$ cat config.mk
export PLATFORM = sky130hd
export DESIGN_NAME = seq_alu_flat
export DESIGN_NICKNAME = d
export VERILOG_FILES = /design/src/rtl/seq_alu_if.sv /design/src/rtl/seq_alu.sv /design/src/flat_wrapper.sv
export SDC_FILE = /design/constraint.sdc
export NUM_CORES = 1
export LEC_CHECK = 0
export ABC_AREA = 1
export CAP_MARGIN = 20
export CELL_PAD_IN_SITES_DETAIL_PLACEMENT = 1
export CELL_PAD_IN_SITES_GLOBAL_PLACEMENT = 2
export CORE_ASPECT_RATIO = 0.8
export CORE_MARGIN = 1
export CORE_UTILIZATION = 30
export CTS_CLUSTER_DIAMETER = 60
export CTS_CLUSTER_SIZE = 20
export DETAILED_ROUTE_END_ITERATION = 10
export DONT_BUFFER_PORTS = 1
export GPL_TIMING_DRIVEN = 0
export HOLD_SLACK_MARGIN = 0.05
export MAX_ROUTING_LAYER = met4
export PLACE_DENSITY = 0.75
export SYNTH_ARGS = -nofsm -noshare
export SYNTH_HDL_FRONTEND = slang
export SYNTH_SLANG_ARGS = --single-unit
export TNS_END_PERCENT = 5
$ cat constraint.sdc
create_clock -name clk -period 4.1 [get_ports clk]
set_input_delay 0.41 -clock clk [delete_from_list [all_inputs] [get_ports clk]]
set_output_delay 0.41 -clock clk [all_outputs]
set_load 0.01 [all_outputs]
$ cat src/rtl/seq_alu_if.sv
// Handshake and operand/result bundle between the operand-read stage, seq_alu and write-back.
// The master side presents operations and consumes results; the slave side is the ALU.
interface seq_alu_if #(
  parameter int unsigned WIDTH = 16
);
  logic             in_valid;
  logic             in_ready;
  logic [WIDTH-1:0] A;
  logic [WIDTH-1:0] B;
  logic [4:0]       aluOp;
  logic             Ci;
  logic             out_valid;
  logic             out_ready;
  logic [WIDTH-1:0] Y;
  logic [WIDTH-1:0] Y_hi;
  logic             Zero;
  logic             Neg;
  logic             Carry;
  logic             Ovf;
  logic             DivZero;

  modport master (
    output in_valid, A, B, aluOp, Ci, out_ready,
    input  in_ready, out_valid, Y, Y_hi, Zero, Neg, Carry, Ovf, DivZero
  );

  modport slave (
    input  in_valid, A, B, aluOp, Ci, out_ready,
    output in_ready, out_valid, Y, Y_hi, Zero, Neg, Carry, Ovf, DivZero
  );
endinterface

$ cat src/rtl/seq_alu.sv
// Handshaked ALU: single-cycle ops finish in one cycle; MUL/DIV/MOD iterate over WIDTH cycles.
// Results and flags are registered and held in DONE until the consumer accepts them.
module seq_alu #(
  parameter int unsigned WIDTH = 16
) (
  input logic      clk,
  input logic      rst,
  seq_alu_if.slave bus
);
  localparam int unsigned CntW = $clog2(WIDTH);
  localparam logic [3:0] OpMul = 4'd13;
  localparam logic [3:0] OpDiv = 4'd14;

  typedef enum logic [1:0] {StIdle, StMul, StDiv, StDone} state_e;

  state_e           state_q, state_d;
  logic [WIDTH-1:0] b_q, b_d, hi_q, hi_d, lo_q, lo_d;
  logic [WIDTH-1:0] y_q, y_d, y_hi_q, y_hi_d;
  logic [3:0]       op_q, op_d;
  logic [CntW-1:0]  cnt_q, cnt_d;
  logic             carry_q, carry_d, ovf_q, ovf_d, dz_q, dz_d;

  logic             cin, sc_carry, sc_ovf, last, div_ge;
  logic [WIDTH:0]   sum, diff, mul_sum, div_rem;
  logic [WIDTH-1:0] sc_y, swapn, div_sub;

  // Single-cycle datapath works straight off the bus operands at accept.
  always_comb begin
    cin  = bus.aluOp[4] & bus.Ci;
    sum  = {1'b0, bus.A} + {1'b0, bus.B} + {{WIDTH{1'b0}}, cin};
    diff = {1'b0, bus.A} - {1'b0, bus.B} - {{WIDTH{1'b0}}, cin};
    swapn = '0;
    for (int i = 0; i < int'(WIDTH / 8); i++) begin
      swapn[8*i +: 8] = {bus.A[8*i +: 4], bus.A[8*i+4 +: 4]};
    end
    sc_y     = '0;
    sc_carry = 1'b0;
    sc_ovf   = 1'b0;
    case (bus.aluOp[3:0])
      4'd0:  sc_y = bus.B;
      4'd1: begin
        sc_y     = sum[WIDTH-1:0];
        sc_carry = sum[WIDTH];
        sc_ovf   = (bus.A[WIDTH-1] == bus.B[WIDTH-1]) && (sum[WIDTH-1] != bus.A[WIDTH-1]);
      end
      4'd2: begin
        sc_y     = diff[WIDTH-1:0];
        sc_carry = diff[WIDTH];
        sc_ovf   = (bus.A[WIDTH-1] != bus.B[WIDTH-1]) && (diff[WIDTH-1] != bus.A[WIDTH-1]);
      end
      4'd3:  sc_y = bus.A & bus.B;
      4'd4:  sc_y = bus.A | bus.B;
      4'd5:  sc_y = bus.A ^ bus.B;
      4'd6:  sc_y = ~bus.A;
      4'd7: begin
        sc_y   = -bus.A;
        sc_ovf = (bus.A == {1'b1, {(WIDTH-1){1'b0}}});
      end
      4'd8: begin
        sc_y     = {bus.A[WIDTH-2:0], cin};
        sc_carry = bus.A[WIDTH-1];
      end
      4'd9: begin
        sc_y     = {cin, bus.A[WIDTH-1:1]};
        sc_carry = bus.A[0];
      end
      4'd10: begin
        sc_y     = {bus.A[WIDTH-1], bus.A[WIDTH-1:1]};
        sc_carry = bus.A[0];
      end
      4'd11: sc_y = {bus.A[WIDTH/2-1:0], bus.A[WIDTH-1:WIDTH/2]};
      4'd12: sc_y = swapn;
      default: sc_y = '0;
    endcase
  end

  // hi/lo double as {product high, multiplier} for MUL and {remainder, quotient} for DIV.
  always_comb begin
    last    = (cnt_q == CntW'(WIDTH - 1));
    mul_sum = {1'b0, hi_q} + (lo_q[0] ? {1'b0, b_q} : {(WIDTH+1){1'b0}});
    div_rem = {hi_q, lo_q[WIDTH-1]};
    div_ge  = (div_rem >= {1'b0, b_q});
    div_sub = div_rem[WIDTH-1:0] - b_q;
  end

  always_comb begin
    state_d = state_q;
    b_d     = b_q;
    op_d    = op_q;
    hi_d    = hi_q;
    lo_d    = lo_q;
    cnt_d   = cnt_q;
    y_d     = y_q;
    y_hi_d  = y_hi_q;
    carry_d = carry_q;
    ovf_d   = ovf_q;
    dz_d    = dz_q;
    unique case (state_q)
      StIdle: begin
        if (bus.in_valid) begin
          b_d   = bus.B;
          op_d  = bus.aluOp[3:0];
          hi_d  = '0;
          lo_d  = bus.A;
          cnt_d = '0;
          if (bus.aluOp[3:0] == OpMul) begin
            state_d = StMul;
          end else if (bus.aluOp[3:0] >= OpDiv) begin
            state_d = StDiv;
          end else begin
            state_d = StDone;
            y_d     = sc_y;
            y_hi_d  = '0;
            carry_d = sc_carry;
            ovf_d   = sc_ovf;
            dz_d    = 1'b0;
          end
        end
      end
      StMul: begin
        hi_d  = mul_sum[WIDTH:1];
        lo_d  = {mul_sum[0], lo_q[WIDTH-1:1]};
        cnt_d = cnt_q + CntW'(1);
        if (last) begin
          state_d = StDone;
          y_d     = lo_d;
          y_hi_d  = hi_d;
          carry_d = |hi_d;
          ovf_d   = 1'b0;
          dz_d    = 1'b0;
        end
      end
      StDiv: begin
        // B == 0 naturally yields quotient all-ones and remainder A.
        hi_d  = div_ge ? div_sub : div_rem[WIDTH-1:0];
        lo_d  = {lo_q[WIDTH-2:0], div_ge};
        cnt_d = cnt_q + CntW'(1);
        if (last) begin
          state_d = StDone;
          y_d     = (op_q == OpDiv) ? lo_d : hi_d;
          y_hi_d  = (op_q == OpDiv) ? hi_d : lo_d;
          carry_d = 1'b0;
          ovf_d   = 1'b0;
          dz_d    = (b_q == '0);
        end
      end
      StDone: begin
        if (bus.out_ready) state_d = StIdle;
      end
      default: state_d = StIdle;
    endcase
  end

  always_ff @(posedge clk) begin
    if (rst) begin
      state_q <= StIdle;
      b_q     <= '0;
      op_q    <= '0;
      hi_q    <= '0;
      lo_q    <= '0;
      cnt_q   <= '0;
      y_q     <= '0;
      y_hi_q  <= '0;
      carry_q <= 1'b0;
      ovf_q   <= 1'b0;
      dz_q    <= 1'b0;
    end else begin
      state_q <= state_d;
      b_q     <= b_d;
      op_q    <= op_d;
      hi_q    <= hi_d;
      lo_q    <= lo_d;
      cnt_q   <= cnt_d;
      y_q     <= y_d;
      y_hi_q  <= y_hi_d;
      carry_q <= carry_d;
      ovf_q   <= ovf_d;
      dz_q    <= dz_d;
    end
  end

  assign bus.in_ready  = (state_q == StIdle);
  assign bus.out_valid = (state_q == StDone);
  assign bus.Y         = y_q;
  assign bus.Y_hi      = y_hi_q;
  assign bus.Zero      = (y_q == '0);
  assign bus.Neg       = y_q[WIDTH-1];
  assign bus.Carry     = carry_q;
  assign bus.Ovf       = ovf_q;
  assign bus.DivZero   = dz_q;
endmodule

$ cat src/flat_wrapper.sv
// flat-port wrapper written by rule: the top's interface ports become plain ports
module seq_alu_flat 
#(
  parameter int unsigned WIDTH = 16
)
  (clk, rst, bus_in_valid, bus_A, bus_B, bus_aluOp, bus_Ci, bus_out_ready, bus_in_ready, bus_out_valid, bus_Y, bus_Y_hi, bus_Zero, bus_Neg, bus_Carry, bus_Ovf, bus_DivZero);
  seq_alu_if #(.WIDTH(WIDTH)) bus_i ();
  input logic clk;
  input logic rst;
  input wire logic [$bits(bus_i.in_valid)-1:0] bus_in_valid;
  input wire logic [$bits(bus_i.A)-1:0] bus_A;
  input wire logic [$bits(bus_i.B)-1:0] bus_B;
  input wire logic [$bits(bus_i.aluOp)-1:0] bus_aluOp;
  input wire logic [$bits(bus_i.Ci)-1:0] bus_Ci;
  input wire logic [$bits(bus_i.out_ready)-1:0] bus_out_ready;
  output wire logic [$bits(bus_i.in_ready)-1:0] bus_in_ready;
  output wire logic [$bits(bus_i.out_valid)-1:0] bus_out_valid;
  output wire logic [$bits(bus_i.Y)-1:0] bus_Y;
  output wire logic [$bits(bus_i.Y_hi)-1:0] bus_Y_hi;
  output wire logic [$bits(bus_i.Zero)-1:0] bus_Zero;
  output wire logic [$bits(bus_i.Neg)-1:0] bus_Neg;
  output wire logic [$bits(bus_i.Carry)-1:0] bus_Carry;
  output wire logic [$bits(bus_i.Ovf)-1:0] bus_Ovf;
  output wire logic [$bits(bus_i.DivZero)-1:0] bus_DivZero;
  assign bus_i.in_valid = bus_in_valid;
  assign bus_i.A = bus_A;
  assign bus_i.B = bus_B;
  assign bus_i.aluOp = bus_aluOp;
  assign bus_i.Ci = bus_Ci;
  assign bus_i.out_ready = bus_out_ready;
  assign bus_in_ready = bus_i.in_ready;
  assign bus_out_valid = bus_i.out_valid;
  assign bus_Y = bus_i.Y;
  assign bus_Y_hi = bus_i.Y_hi;
  assign bus_Zero = bus_i.Zero;
  assign bus_Neg = bus_i.Neg;
  assign bus_Carry = bus_i.Carry;
  assign bus_Ovf = bus_i.Ovf;
  assign bus_DivZero = bus_i.DivZero;
  seq_alu #(.WIDTH(WIDTH)) u_core (.clk(clk), .rst(rst), .bus(bus_i));
endmodule
# --- After elaboration in Yosys (flattened, before gate mapping) ---
# Index checks and enable logic that the tools add are counted.
word_totals:
  register_bits: 93
  latchBits: 0
  ramBits: 0
  romBits: 0
  input_bits: 42
  word_cells: 119
  memories: 0
op_classes:
  add_sub_neg: 8
  multipliers: 0
  n_div: 0
  order_cmp: 2
  n_eq_ne: 30
  n_shift: 0
  mux: 46
  bitwise_logic: 5
  reduce_logical: 17
op_table:
  columns: ["operator", "n"]
  rows:
  - ["$mux 16", 16]
  - ["$pmux 16 s13", 1]
  - ["$pmux 16 s3", 4]
  - ["$eq 4x4->1 const B", 8]
  - ["$logic_not 16->1", 2]
  - ["$add 16x16->17", 1]
  - ["$add 16x17->17", 1]
  - ["$add 17x1->17", 1]
  - ["$ge 17x16->1", 1]
  - ["$sub 16x16->17", 1]
  - ["$sub 17x1->17", 1]
  - ["$and 16x16->16", 1]
  - ["$eq 16x16->1 const B", 1]
  - ["$eq 4x3->1 const B", 4]
  - ["$neg 16->16", 1]
  - ["$not 16->16", 1]
  - ["$or 16x16->16", 1]
  - ["$reduce_or 16->1", 1]
  - ["$sub 16x16->16", 1]
  - ["$xor 16x16->16", 1]
  - ["$mux 1", 13]
  - ["$pmux 1 s3", 3]
  - ["$eq 4x2->1 const B", 2]
  - ["$mux 2", 4]
  - ["other kinds (25)", 37]

# --- Depth between registers and ports, before layout ---
# Gate-level depths: netlist of run 1.
depth:
  ltp_word: 9
  depth_mapped: 20
  mapped_depth_nobuf: 20

# --- Worst setup path before layout of run 1 ---
# OpenSTA, ideal clock, no wires.
synth_path:
  path_kind: "reg2reg"
  startpoint: "register u_core.lo_q[0]"
  endpoint: "register u_core.carry_q (netlist: u_core.bus.Carry)"
  setup_ns: 0.119
  arrival_time_ns: 2.464
  required_time_ns: 3.981
  setup_slack_ns: 1.517
  stages_incl_launch_ff: 20
  path_buffers: 2
  synth_period_minus_slack_ns: 2.583
  cell_sequence: "dfxtp_1 > clkbuf_1 > buf_1 > nand2_1 > inv_1 > ha_1 > inv_1 > fa_1 > inv_1 > nand3_1 > nand2_1 > nand2_1 > nand2_1 > nand2_1 > nand3_1 > nand2_1 > nor3_1 > nand2_1 > nand2_1 > a21oi_1"
synth_between:
  elab_chain_cells: 5
synth_lines:
  columns: ["element", "line_no", "text"]
  rows:
  - ["start, declared", "seq_alu.sv:17", "logic [WIDTH-1:0] b_q, b_d, hi_q, hi_d, lo_q, lo_d;"]
  - ["start signal, assigned", "seq_alu.sv:172", "lo_q <= lo_d;"]
  - ["$mux 16", "seq_alu.sv:80", "mul_sum = {1'b0, hi_q} + (lo_q[0] ? {1'b0, b_q} : {(WIDTH+1){1'b0}});"]
  - ["$add 16x17->17", "seq_alu.sv:80", null]
  - ["$reduce_or 16->1", "seq_alu.sv:128", "carry_d = |hi_d;"]
  - ["$mux 1", "seq_alu.sv:124", "if (last) begin"]
  - ["$pmux 1 s3", "seq_alu.sv:98", "unique case (state_q)"]
  - ["end signal, assigned", "seq_alu.sv:176", "carry_q <= carry_d;"]
  - ["end, declared", "seq_alu.sv:21", "logic carry_q, carry_d, ovf_q, ovf_d, dz_q, dz_d;"]
# Every way passes these cells. The select of a mux whose other input is x is not followed.
# A chain may end at the register's enable or synchronous reset.

# --- Worst setup path in the final report of run 1 ---
layout_path:
  startpoint: "input bus_A[11]"
  endpoint: "register u_core.y_q[15] (netlist: u_core.bus.Y[15])"
layout_between:
  elab_chain_cells: 7
layout_lines:
  columns: ["element", "line_no", "text"]
  rows:
  - ["start, declared", "flat_wrapper.sv:11", "input wire logic [$bits(bus_i.A)-1:0] bus_A;"]
  - ["$sub 16x16->17 / $add 16x16->17 (equally long branches)", "seq_alu.sv:31, seq_alu.sv:30", null]
  - ["$sub 17x1->17 / $add 17x1->17 (equally long branches)", "seq_alu.sv:31, seq_alu.sv:30", null]
  - ["$pmux 16 s13 *", "seq_alu.sv:39", "case (bus.aluOp[3:0])"]
  - ["$mux 16 *", "seq_alu.sv:108", "end else if (bus.aluOp[3:0] >= OpDiv) begin"]
  - ["$mux 16 *", "seq_alu.sv:106", "if (bus.aluOp[3:0] == OpMul) begin"]
  - ["$mux 16 *", "seq_alu.sv:100", "if (bus.in_valid) begin"]
  - ["$pmux 16 s3 *", "seq_alu.sv:98", null]
  - ["end signal, assigned", "seq_alu.sv:174", "y_q <= y_d;"]
  - ["end, declared", "seq_alu.sv:18", "logic [WIDTH-1:0] y_q, y_d, y_hi_q, y_hi_d;"]
# Mark *: on every way between the ends. The rest lies on a longest branch, timed or not. The select of a mux whose other input is x is not followed.

==> results of run 1 <==
worst max-delay path: cells and delay by family:
kind            cells  cell delay [ns]
compound gates      2             0.29
buf+inv             1             0.43
simple gates        8             1.23
fa+ha+maj           2             1.13
logic make-up after synthesis:
kind of cell	count (synthesis)	synth area share [%]
AOI/OAI and AO/OA	380	18.37
and+or+nand+nor	1055	39.48
adders and majority gates	106	12.15
buffers and inverters	364	12.50
xor gates and xnor gates	13	1.009
DFF	93	16.49
layer usage:
layer / global-route usage, % / vias up
met5: - / -
met4: 4.948 / 0
met3: 5.818 / 39
met2: 42.89 / 532
met1: 47.17 / 6649
li1: - / 6512
layout make-up:
type	count	area (um2)	area share, %
multi-input combinational	1554	8015	65.80
tap	487	609.3	5.003
clock inverter	4	31.28	0.2568
buffer	59	266.5	2.188
sequential	93	1862	15.29
antenna	2	5.005	0.04109
inverter	305	1145	9.399
clock buffer	12	246.5	2.024
cells in the final DEF, fill, tap and decap left out, drive strengths merged:
cell | netlist | routed
nand2 | 674 | 674
inv | 298 | 300
a21oi | 176 | 176
nor2 | 167 | 167
nand3 | 133 | 133
o21ai | 132 | 132
ha | 100 | 100
dfxtp | 93 | 93
clkbuf | 33 | 45
o22ai | 29 | 29
nand4 | 28 | 28
buf | 26 | 26
nor3 | 20 | 20
o211ai | 19 | 19
nand3b | 16 | 16
clkinv | 7 | 9
a21boi | 9 | 9
xor2 | 8 | 8
fa | 6 | 6
or2 | 6 | 6
nor4 | 5 | 5
a211oi | 5 | 5
xnor2 | 5 | 5
and3 | 3 | 3
o2111ai | 3 | 3
and2 | 3 | 3
diode | 0 | 2
o21bai | 2 | 2
a22oi | 2 | 2
o221ai | 2 | 2
a31oi | 1 | 1
state kept, by name, summed over array words and instances (netlist names):
signal              count
u_core.b_q             16
u_core.bus.Y           16
u_core.bus.Y_hi        16
u_core.hi_q            16
u_core.lo_q            16
u_core.cnt_q            4
u_core.op_q             4
u_core.state_q          2
u_core.bus.Carry        1
u_core.bus.DivZero      1
u_core.bus.Ovf          1
where the power goes:
part / internal, uW / total [uW] / leakage (uW) / switching [uW]
clock: 434 / 830 / 0.000138 / 397
combinational: 1070 / 3930 / 0.00521 / 2860
sequential: 1110 / 1350 / 0.000760 / 249
stage by stage:
step	instances	area (um2)
final	2516	12180
after global routing	2514	12180
after global placement	2498	11900
after floorplan	2011	11290
after CTS	2514	12180
after detailed placement	2498	11900
final timing paths:
| kind | from | endpoint | slack (ns) | cells past startpoint |
|---|---|---|---|---|
| worst max register to register | u_core.lo_q[0] | u_core.hi_q[15] | 0.88 | 18 |
| worst min-delay path | bus_A[7] | u_core.lo_q[7] | 0.25 | 2 |
| worst max-delay path | bus_A[11] | u_core.bus.Y[15] | 0.82 | 13 |
| worst min register to register | u_core.op_q[1] | u_core.op_q[1] | 0.47 | 2 |
cells in the mapped netlist (all sizes together):
library cell | count | area, um2
clkinv | 7 | 26.28
and3 | 3 | 18.77
nand2 | 674 | 2585
fa | 6 | 120.1
o221ai | 2 | 17.52
ha | 100 | 1251
dfxtp | 93 | 1862
o2111ai | 3 | 26.28
nand3 | 133 | 708.2
nand3b | 16 | 120.1
and2 | 3 | 18.77
o211ai | 19 | 142.6
clkbuf | 33 | 123.9
nor2 | 167 | 661.9
or2 | 6 | 37.54
a22oi | 2 | 15.01
buf | 26 | 142.6
nand4 | 28 | 175.2
inv | 298 | 1119
o21ai | 132 | 683.2
nor3 | 20 | 100.1
a21oi | 176 | 880.8
xnor2 | 5 | 43.79
o22ai | 29 | 181.4
xor2 | 8 | 70.07
a21boi | 9 | 67.57
a31oi | 1 | 6.260
a211oi | 5 | 37.54
nor4 | 5 | 31.28
o21bai | 2 | 15.01
==> load_flow_metrics.sql, run 1 <==
INSERT INTO impl_metrics (metric_group, metric, value, unit) VALUES
('worst_setup_path', 'worst_setup_path_end_kind', 'flop', ''),
('routing', 'drcViolationCount', '0', ''),
('worst_setup_path', 'crit_slowest_cell', 'ha_1', ''),
('power', 'ir_drop', '0.0004318', 'V'),
('routing', 'maxUsedRoutingLayer', 'met4', ''),
('floorplanning', 'design.core.area', '0.03705', 'mm2'),
('worst_setup_path', 'data_arrival_time_of_the_critical_path', '3.51', 'ns'),
('place', 'io_buffer_count', '0', ''),
('place', 'hpwl_reported_at_the_end_of_detailed_placement', '48940', 'um'),
('routing', 'met3RoutedLength', '5187', 'um'),
('sta', 'rsz0062_at_grt', 'no', ''),
('yosys', 'yosys.cell_types.count', '45', ''),
('worst_setup_path', 'crit_path_max_fanout', '9', ''),
('routing', 'antenna_violating_nets_left', '0', ''),
('sta', 'hold_slack', '0.2476', 'ns'),
('sta', 'min_period_over_period', '80.01', '%'),
('cts', 'total_cts_buffers', '9', ''),
('global_route', 'grt_max_degree', '16', ''),
('global_route', 'track_usage', '31.31', '%'),
('cts', 'cts.path.max_buffers', '2', ''),
('routing', 'viasPerCell', '5.458', ''),
('yosys', 'synth_seq_area_share', '16.49', '%'),
('routing', 'drt_first_pass_iters', '5', ''),
('sta', 'hold_violations', '0', ''),
('cts', 'htree_num_levels', '3', ''),
('worst_setup_path', 'worst-endpoint-required', '4.33', 'ns'),
('floorplanning', 'die_height', '175.5', 'um'),
('floorplanning', 'die_w', '218.9', 'um'),
('global_route', 'grt_pass1_vias', '13310', ''),
('yosys', 'synthesis.instances', '2011', ''),
('global_route', 'grt_antenna_before_repair', '0', ''),
('yosys', 'synthesis.yosys.warnings', '0', ''),
('floorplanning', 'num_rows', '63', ''),
('worst_setup_path', 'critical_path.startpoint_type', 'input port', ''),
('place', 'gpl.final_weighted_congestion', '0.9983', ''),
('routing', 'detail_route.iter0.violations', '1270', ''),
('routing', 'wire_per_inst', '23.13', 'um'),
('cts', 'cts.reportedPaths.clkPinSlew', '0.07', 'ns'),
('floorplanning', 'initial_utilization', '30.47', '%'),
('sta', 'final.setup_skew', '0.01373', 'ns'),
('layout', 'drive_gt1_share', '4.341', '%'),
('power', 'power.density', '501.9', 'mW/mm2'),
('sta', 'setup_viol', '0', ''),
('sta', 'finalMaxSlewViolations', '0', ''),
('cts', 'ctsResizeCount', '0', ''),
('cts', 'clock_sink_count', '93', ''),
('routing', 'route.final.wire_length', '58180', 'um'),
('sta', 'total_neg_setup_slack', '0', 'ns'),
('worst_setup_path', 'crit_path_cell_trace', 'clkinv_1, ha_1, ha_1, nand2_1, nor3_1, and2_1, nand2_1, nand2_1, nand2_1, nand3_1, nand3_1, a21boi_0, a21oi_1', ''),
('status', 'outcome', 'finished clean', ''),
('layout', 'area_growth', '7.903', '%'),
('sta', 'max_slew.worst_pin.slew', '1.076', 'ns'),
('floorplanning', 'top_level_ports', '81', ''),
('yosys', 'synth.cell_area', '0.01129', 'mm2'),
('power', 'power.total', '6114', 'uW'),
('worst_setup_path', 'setup.worst_path.class', 'in2reg', ''),
('global_route', 'grt_overflow_total', '0', ''),
('sta', 'fmax', '304.8', 'MHz'),
('yosys', 'synth.ff_latch_count', '93', ''),
('layout', 'nNetsFinal', '2170', ''),
('sta', 'timing.slew.headroom', '28.02', '%'),
('routing', 'via_count', '13730', ''),
('floorplanning', 'die_outline_area', '0.03841', 'mm2'),
('cts', 'post-cts-setup-buffer-count', '0', ''),
('flow_run', 'drv.max_cap_violation_count', '0', ''),
('worst_setup_path', 'worst_path_most_repeated_cell', 'nand2_1', ''),
('routing', 'wl_met1', '29160', 'um'),
('worst_hold_path', 'min-delay-path-class', 'in2reg', ''),
('worst_setup_path', 'timing.critical_path.slowest_cell_delay', '0.67', 'ns'),
('yosys', 'avgSynthCellArea', '5.613', 'um2'),
('cts', 'clk_latency', '0.37', 'ns'),
('cts', 'post_cts_hold_buffer_count', '0', ''),
('cts', 'cts_tree', 'yes', ''),
('sta', 'post_route_minimum_period', '3.280', 'ns'),
('global_route', 'wire_length_of_the_first_global_routing_pass', '86330', 'um'),
('cts', 'clk_root_buffer_cell', 'clkbuf_16', ''),
('layout', 'fin_util', '32.88', '%'),
('sta', 'final.setup.worst_slack', '0.8197', 'ns'),
('routing', 'met2_length', '23160', 'um'),
('yosys', 'syn_nets', '2159', ''),
('place', 'detailedPlace.worstSlack', '0.4864', 'ns'),
('power', 'cellLeakagePower', '0.006109', 'uW'),
('layout', 'fillCellCount', '5119', '');
(Power assumes the default switching activity.)
==> run 2: changes to the inputs <==
Settings changed: ABC_AREA 1 to 0, PLACE_DENSITY 0.75 to 0.69.
Clock period 4.1 ns to 3.3 ns, I/O delays scaled along.
==> run 2 against run 1 <==
Effect of this change:
- clock skew is essentially flat
- sequential cell count did not move
- sequential share of layout area up 0.80 points
- critical path depth is 1 lower
- highest routed layer unchanged
==> load_flow_metrics.sql, run 2 <==
INSERT INTO impl_metrics (metric_group, metric, value, unit) VALUES
('status', 'outcome', 'finished clean', ''),
('cts', 'post_cts_hold_buffer_count', '0', ''),
('worst_setup_path', 'rr_startpoint', 'u_core.lo_q[0]', ''),
('power', 'ir_drop', '0.0003462', 'V'),
('worst_setup_path', 'worst_setup_path_end_kind', 'flop', ''),
('power', 'power.density', '630.8', 'mW/mm2'),
('floorplanning', 'top_level_ports', '81', ''),
('sta', 'fmax', '306.2', 'MHz'),
('floorplanning', 'design.core.area', '0.03393', 'mm2'),
('worst_setup_path', 'worst-endpoint-required', '3.56', 'ns'),
('worst_setup_path', 'reg2reg_depth', '12', ''),
('routing', 'route.final.wire_length', '52980', 'um'),
('routing', 'via_count', '11720', ''),
('cts', 'cts.reportedPaths.clkPinSlew', '0.08', 'ns'),
('layout', 'area_growth', '11.43', '%'),
('sta', 'setup_viol', '0', ''),
('sta', 'max_slew.worst_pin.slew', '1.002', 'ns'),
('place', 'hpwl_reported_at_the_end_of_detailed_placement', '42550', 'um'),
('worst_setup_path', 'setup_slack_of_the_worst_register_to_register_path', '0.03', 'ns'),
('sta', 'min_period_over_period', '98.97', '%'),
('yosys', 'synth_largest_type_area_fraction', '17.84', '%'),
('sta', 'total_neg_setup_slack', '0', 'ns'),
('layout', 'drive_gt1_share', '9.097', '%'),
('floorplanning', 'die_outline_area', '0.03553', 'mm2'),
('worst_hold_path', 'min_from', 'bus_B[8]', ''),
('layout', 'fillCellCount', '4252', ''),
('yosys', 'avgSynthCellArea', '7.307', 'um2'),
('floorplanning', 'num_rows', '60', ''),
('cts', 'htree_num_levels', '3', ''),
('yosys', 'async_flop_share', '0', '%'),
('yosys', 'post-synth-top-count-cell', 'nor2_1', ''),
('yosys', 'syn_nets', '1576', ''),
('cts', 'total_cts_buffers', '9', ''),
('yosys', 'synthesis.instances', '1428', ''),
('sta', 'rsz0062_at_grt', 'yes', ''),
('worst_setup_path', 'setup.worst_path.class', 'reg2reg', ''),
('worst_hold_path', 'hold-path-endpoint', 'u_core.b_q[8]', ''),
('sta', 'hold_slack', '0.08086', 'ns'),
('flow_run', 'drv.max_cap_violation_count', '0', ''),
('routing', 'drcViolationCount', '0', ''),
('yosys', 'ys.flop_type', 'dfxtp_1', ''),
('worst_hold_path', 'min_path_cells', '2', ''),
('global_route', 'wire_length_of_the_first_global_routing_pass', '77690', 'um'),
('worst_setup_path', 'critical_path.startpoint_type', 'flop', ''),
('yosys', 'synth_largest_area_cell', 'dfxtp_1', ''),
('yosys', 'synthesis.yosys.warnings', '0', ''),
('yosys', 'synth.ff_latch_count', '93', ''),
('worst_setup_path', 'crit_path_cell_trace', 'buf_8, and2_1, ha_1, and3_1, o21a_1, o41a_1, o211a_1, a211oi_2, buf_4, or3b_4, nor4_4, nor3_2', ''),
('cts', 'clk_latency', '0.37', 'ns'),
('place', 'io_buffer_count', '0', ''),
('layout', 'nNetsFinal', '1594', ''),
('worst_hold_path', 'min-delay-path-class', 'in2reg', ''),
('yosys', 'synth.cell_area', '0.01043', 'mm2'),
('cts', 'clk_root_buffer_cell', 'clkbuf_16', ''),
('worst_setup_path', 'timing.critical_path.slowest_cell_delay', '0.45', 'ns'),
('power', 'power.total', '7334', 'uW'),
('worst_setup_path', 'crit_slowest_cell', 'o41a_1', ''),
('cts', 'clock_sink_count', '93', ''),
('floorplanning', 'initial_utilization', '30.75', '%'),
('global_route', 'grt_pass1_vias', '11300', ''),
('routing', 'drt_first_pass_iters', '5', ''),
('yosys', 'largest_cells_by_area_after_synthesis', 'dfxtp_1, ha_1, a21oi_1, nor2_1, nand2_1', ''),
('sta', 'final.setup_skew', '0.01393', 'ns'),
('floorplanning', 'die_height', '168.8', 'um'),
('yosys', 'synth_seq_area_share', '17.84', '%'),
('worst_setup_path', 'rr_endpoint', 'u_core.bus.Carry', ''),
('layout', 'commonest_cells_after_routing_fill_and_taps_aside', 'nor2_1, nand2_1, a21oi_1', ''),
('power', 'cellLeakagePower', '0.004578', 'uW'),
('layout', 'mostFrequentLayoutCell', 'nor2_1', ''),
('floorplanning', 'die_w', '210.5', 'um'),
('sta', 'finalMaxSlewViolations', '0', ''),
('worst_setup_path', 'crit_path_max_fanout', '10', ''),
('yosys', 'synth_enable_flop_cells', '0', ''),
('routing', 'wire_per_inst', '27.63', 'um'),
('cts', 'cts.path.max_buffers', '2', ''),
('global_route', 'track_usage', '30.61', '%'),
('global_route', 'grt_antenna_before_repair', '2', ''),
('yosys', 'synth.top_cells.by_count', 'nor2_1, nand2_1, a21oi_1', ''),
('routing', 'antenna_violating_nets_left', '0', ''),
('yosys', 'yosys.cell_types.count', '92', ''),
('place', 'gpl.final_weighted_congestion', '1.015', ''),
('sta', 'post_route_minimum_period', '3.266', 'ns'),
('sta', 'hold_violations', '0', ''),
('sta', 'timing.slew.headroom', '32.94', '%'),
('worst_setup_path', 'data_arrival_time_of_the_critical_path', '3.52', 'ns'),
('global_route', 'grt_overflow_total', '0', ''),
('routing', 'detail_route.iter0.violations', '1069', ''),
('cts', 'cts_tree', 'yes', ''),
('routing', 'viasPerCell', '6.116', ''),
('global_route', 'grt_max_degree', '18', '');
==> run 2: kinds of logic after synthesis <==
group,count (synthesis),share of synthesized area [%]
buffers and inverters,191,7.375
DFF,93,17.84
AOI/OAI and AO/OA,494,32.97
adders and majority gates,106,13.14
xor gates and xnor gates,49,4.113
and+or+nand+nor,472,22.20
muxes,23,2.362
==> run 2: worst max-delay path, delay by kind of cell (launching register included) <==
family                   cells  cell delay [ns]
AO/OA/AOI/OAI                4             1.06
adder cells (fa/ha/maj)      1             0.34
buffers and inverters        2             0.30
flip-flops                   1             0.38
AND/OR/NAND/NOR              5             1.05
==> run 2: final cells by class <==
| cell class | count | area [um2] | area share (%) |
|---|---|---|---|
| clock buffer | 10 | 239.0 | 2.056 |
| buffer | 98 | 449.2 | 3.864 |
| sequential | 93 | 1871 | 16.09 |
| tap | 465 | 581.8 | 5.004 |
| multi-input combinational | 1144 | 8015 | 68.94 |
| inverter | 92 | 345.3 | 2.970 |
| antenna | 1 | 2.502 | 0.02152 |
| clock inverter | 6 | 52.55 | 0.4520 |
| timing repair buffer | 8 | 70.07 | 0.6027 |
==> run 2: timing repair <==
item                                    CTS  global route
pin swaps                                 2             7
resized for setup                        34            37
endpoints found under the setup margin   34            24
buffers inserted                          5             0
==> run 2: per-layer routing <==
metal,up-vias,track usage [%],share of wire (%)
met5,-,-,0
met4,0,5.577,1.6
met3,48,8.664,10
met2,479,41.16,39
met1,5858,44.75,49
li1,5339,-,-
==> run 2: worst max path at each step <==
| stage | start | end | slack [ns] | depth (start not counted) |
|---|---|---|---|---|
| 6_report | u_core.lo_q[0] | u_core.bus.Carry | 0.03 | 12 |
| 3_3_place_gp | u_core.lo_q[0] | u_core.bus.Carry | -1.33 | 14 |
| 3_5_place_dp | u_core.lo_q[0] | u_core.bus.Carry | -1.36 | 14 |
| 5_1_grt | u_core.lo_q[0] | u_core.bus.Carry | -0.04 | 12 |
| 2_1_floorplan | bus_A[5] | u_core.bus.Carry | 0.23 | 12 |
| 4_1_cts | u_core.lo_q[0] | u_core.bus.Carry | -0.01 | 14 |
==> run 2: power breakdown <==
| part | total [uW] | switching, uW | leakage, uW | internal, uW |
|---|---|---|---|---|
| clock network | 1090 | 544 | 0.000138 | 545 |
| registers | 1670 | 349 | 0.000759 | 1320 |
| logic | 4580 | 2990 | 0.00368 | 1590 |
==> run 2: per-stage QoR <==
stage	worst slack, ns	cells	utilization, %	instance area (um2)
after floorplan	0.2324	1428	-	10430
after global routing	-0.04300	1917	34.26	11630
after detailed placement	-1.363	1896	32.54	11040
after global placement	-1.330	1893	32.46	11020
final	0.03398	1917	34.26	11630
after CTS	-0.01254	1916	33.91	11510
==> run 3: changes to the inputs <==
Settings changed: CORE_ASPECT_RATIO 0.8 to 1.75, CORE_UTILIZATION 30 to 38, PLACE_DENSITY 0.69 to 0.84.
==> run 3 against run 2 <==
Effect of this change:
- routed wire length increased by 1.2%
- clock skew decreased by 0.0025 ns
- total power increased by 3.3%
- core utilization is 9.4 points higher
- setup slack better by 0.015 ns
- via count up 1.8%
- clock power rose by 17%
- fmax is 0.47% higher
- sequential share of layout area is 0.13 points lower
- cell area grew 0.55%
- critical path type unchanged
- highest routed layer unchanged
==> load_flow_metrics.sql, run 3 (synthesis results as in run 2) <==
INSERT INTO impl_metrics (metric_group, metric, value, unit) VALUES
('place', 'placedCellCount', '1794', ''),
('floorplanning', 'die_height', '221.2', 'um'),
('routing', 'detail_route.iter0.violations', '725', ''),
('cts', 'cts.path.max_buffers', '2', ''),
('floorplanning', 'die_w', '127.3', 'um'),
('worst_hold_path', 'min-delay-path-class', 'in2reg', ''),
('layout', 'area_growth', '12.04', '%'),
('routing', 'antenna_violating_nets_left', '0', ''),
('sta', 'fmax', '307.6', 'MHz'),
('cts', 'clock_sink_count', '93', ''),
('routing', 'wl_met1', '17500', 'um'),
('worst_setup_path', 'data_arrival_time_of_the_critical_path', '3.52', 'ns'),
('cts', 'clk_root_buffer_cell', 'clkbuf_16', ''),
('layout', 'drive_gt1_share', '9.527', '%'),
('cts', 'cts_tree', 'yes', ''),
('sta', 'rsz0062_at_grt', 'yes', ''),
('power', 'power.density', '647.9', 'mW/mm2'),
('floorplanning', 'top_level_ports', '81', ''),
('routing', 'via_count', '11940', ''),
('worst_setup_path', 'worst_setup_path_end_kind', 'flop', ''),
('floorplanning', 'die_outline_area', '0.02815', 'mm2'),
('sta', 'max_slew.worst_pin.slew', '0.9599', 'ns'),
('layout', 'final_standard_cell_count_with_taps_included_and_fillers_excluded', '1825', ''),
('worst_setup_path', 'setup.worst_path.class', 'reg2reg', ''),
('sta', 'hold_violations', '0', ''),
('sta', 'finalMaxSlewViolations', '0', ''),
('global_route', 'grt_pass1_vias', '12490', ''),
('worst_setup_path', 'crit_path_max_fanout', '4', ''),
('routing', 'met3RoutedLength', '2863', 'um'),
('sta', 'setup_viol', '0', ''),
('worst_setup_path', 'critical_path.startpoint_type', 'flop', ''),
('routing', 'drcViolationCount', '0', ''),
('routing', 'wire_per_inst', '29.37', 'um'),
('sta', 'timing.slew.headroom', '36.01', '%'),
('cts', 'total_cts_buffers', '9', ''),
('cts', 'cts.reportedPaths.clkPinSlew', '0.08', 'ns'),
('global_route', 'wire_length_of_the_first_global_routing_pass', '78740', 'um'),
('cts', 'htree_num_levels', '3', ''),
('routing', 'drt_first_pass_iters', '6', ''),
('layout', 'fillCellCount', '3367', ''),
('floorplanning', 'num_rows', '79', ''),
('global_route', 'track_usage', '39.25', '%'),
('power', 'power.total', '7573', 'uW'),
('power', 'ir_drop', '0.0002971', 'V'),
('place', 'io_buffer_count', '0', ''),
('layout', 'mostFrequentLayoutCell', 'nor2_1', ''),
('sta', 'final.setup_skew', '0.01147', 'ns'),
('worst_setup_path', 'worst-endpoint-required', '3.57', 'ns'),
('routing', 'maxUsedRoutingLayer', 'met4', ''),
('layout', 'commonest_cells_after_routing_fill_and_taps_aside', 'nor2_1, nand2_1, a21oi_1', ''),
('layout', 'nNetsFinal', '1602', ''),
('sta', 'min_period_over_period', '98.50', '%'),
('global_route', 'grt_max_degree', '17', ''),
('flow_run', 'drv.max_cap_violation_count', '0', ''),
('floorplanning', 'design.core.area', '0.02679', 'mm2'),
('routing', 'viasPerCell', '6.540', ''),
('routing', 'route.final.wire_length', '53600', 'um'),
('place', 'hpwl_reported_at_the_end_of_detailed_placement', '43320', 'um'),
('status', 'outcome', 'finished clean', ''),
('routing', 'met2_length', '27130', 'um'),
('global_route', 'grt_overflow_total', '0', ''),
('cts', 'clk_latency', '0.38', 'ns'),
('sta', 'post_route_minimum_period', '3.251', 'ns'),
('power', 'cellLeakagePower', '0.004687', 'uW'),
('floorplanning', 'initial_utilization', '38.95', '%'),
('global_route', 'grt_antenna_before_repair', '2', ''),
('place', 'gpl.final_weighted_congestion', '1.031', '');
run 3: changes by cell type in the layout (fill, tap and decap cells not counted), moves of 3 or more:
cell / change
bufinv_16: +3
buf_1: +3
ha_4: +4
buf_4: +6
clkbuf_2: -3
run 3: where the power goes:
group | internal [uW] | leakage, uW | switching, uW | total, uW
logic | 1610 | 0.00376 | 3030 | 4640
clock network | 750 | 0.000165 | 524 | 1270
registers | 1310 | 0.000758 | 347 | 1660
total | 3680 | 0.00469 | 3900 | 7570
run 3: critical path, cell delays in order, from the launching register on:
cell and delay [ns]:
dfxtp_1 0.36, inv_1 0.13, ha_1 0.28, inv_1 0.10
fa_1 0.25, a211oi_2 0.10, o21a_1 0.23, nor3b_1 0.56
nor4_1 0.12, nand4b_1 0.28, mux2i_2 0.31, a21oi_1 0.16
a211o_1 0.26
run 3: stage by stage:
step           util [%]  hold WS [ns]  worst slack, ns  area, um2  setup TNS [ns]
3_5_place_dp      40.74        0.4642           -1.403      10910          -20.44
4_1_cts           43.04       0.08795         -0.08843      11530        -0.08843
2_1_floorplan         -        0.4400           0.2324      10430               0
6_report          43.64       0.08892          0.04939      11690               0
3_3_place_gp      40.65        0.4533           -1.438      10890          -20.81
5_1_grt           43.64       0.09704         -0.05545      11690        -0.08238
run 3: cell type report:
cell class	count	area, um2	share of cell area, %
tap	364	455.4	3.896
multi-input combinational	1144	8073	69.06
inverter	92	345.3	2.954
timing repair buffer	15	126.4	1.081
buffer	99	473.0	4.046
antenna	2	5.005	0.04281
sequential	93	1866	15.96
clock buffer	10	229.0	1.959
clock inverter	6	117.6	1.006
run 3: final timing paths:
kind / endpoint / slack, ns / start / cells past startpoint
hold / removal: u_core.b_q[0] / 0.09 / bus_B[0] / 2
setup / recovery: u_core.bus.Y_hi[14] / 0.05 / u_core.lo_q[15] / 12
setup reg to reg: u_core.bus.Y_hi[14] / 0.05 / u_core.lo_q[15] / 12
hold reg to reg: u_core.op_q[0] / 0.48 / u_core.op_q[0] / 2
run 3: what timing repair did:
| action | 4_1_cts | 5_1_grt |
|---|---|---|
| endpoints found under the hold margin | 0 | 0 |
| resized for setup | 44 | 38 |
| pin swaps | 10 | 8 |
| setup buffers | 8 | 4 |
| endpoints found under the setup margin | 34 | 32 |
| hold buffers | 0 | 0 |
run 3: per-layer routing:
layer | track usage [%] | vias to the layer above
met5 | - | -
met4 | 39.44 | 0
met3 | 7.350 | 270
met2 | 68.06 | 497
met1 | 34.50 | 5818
li1 | - | 5350
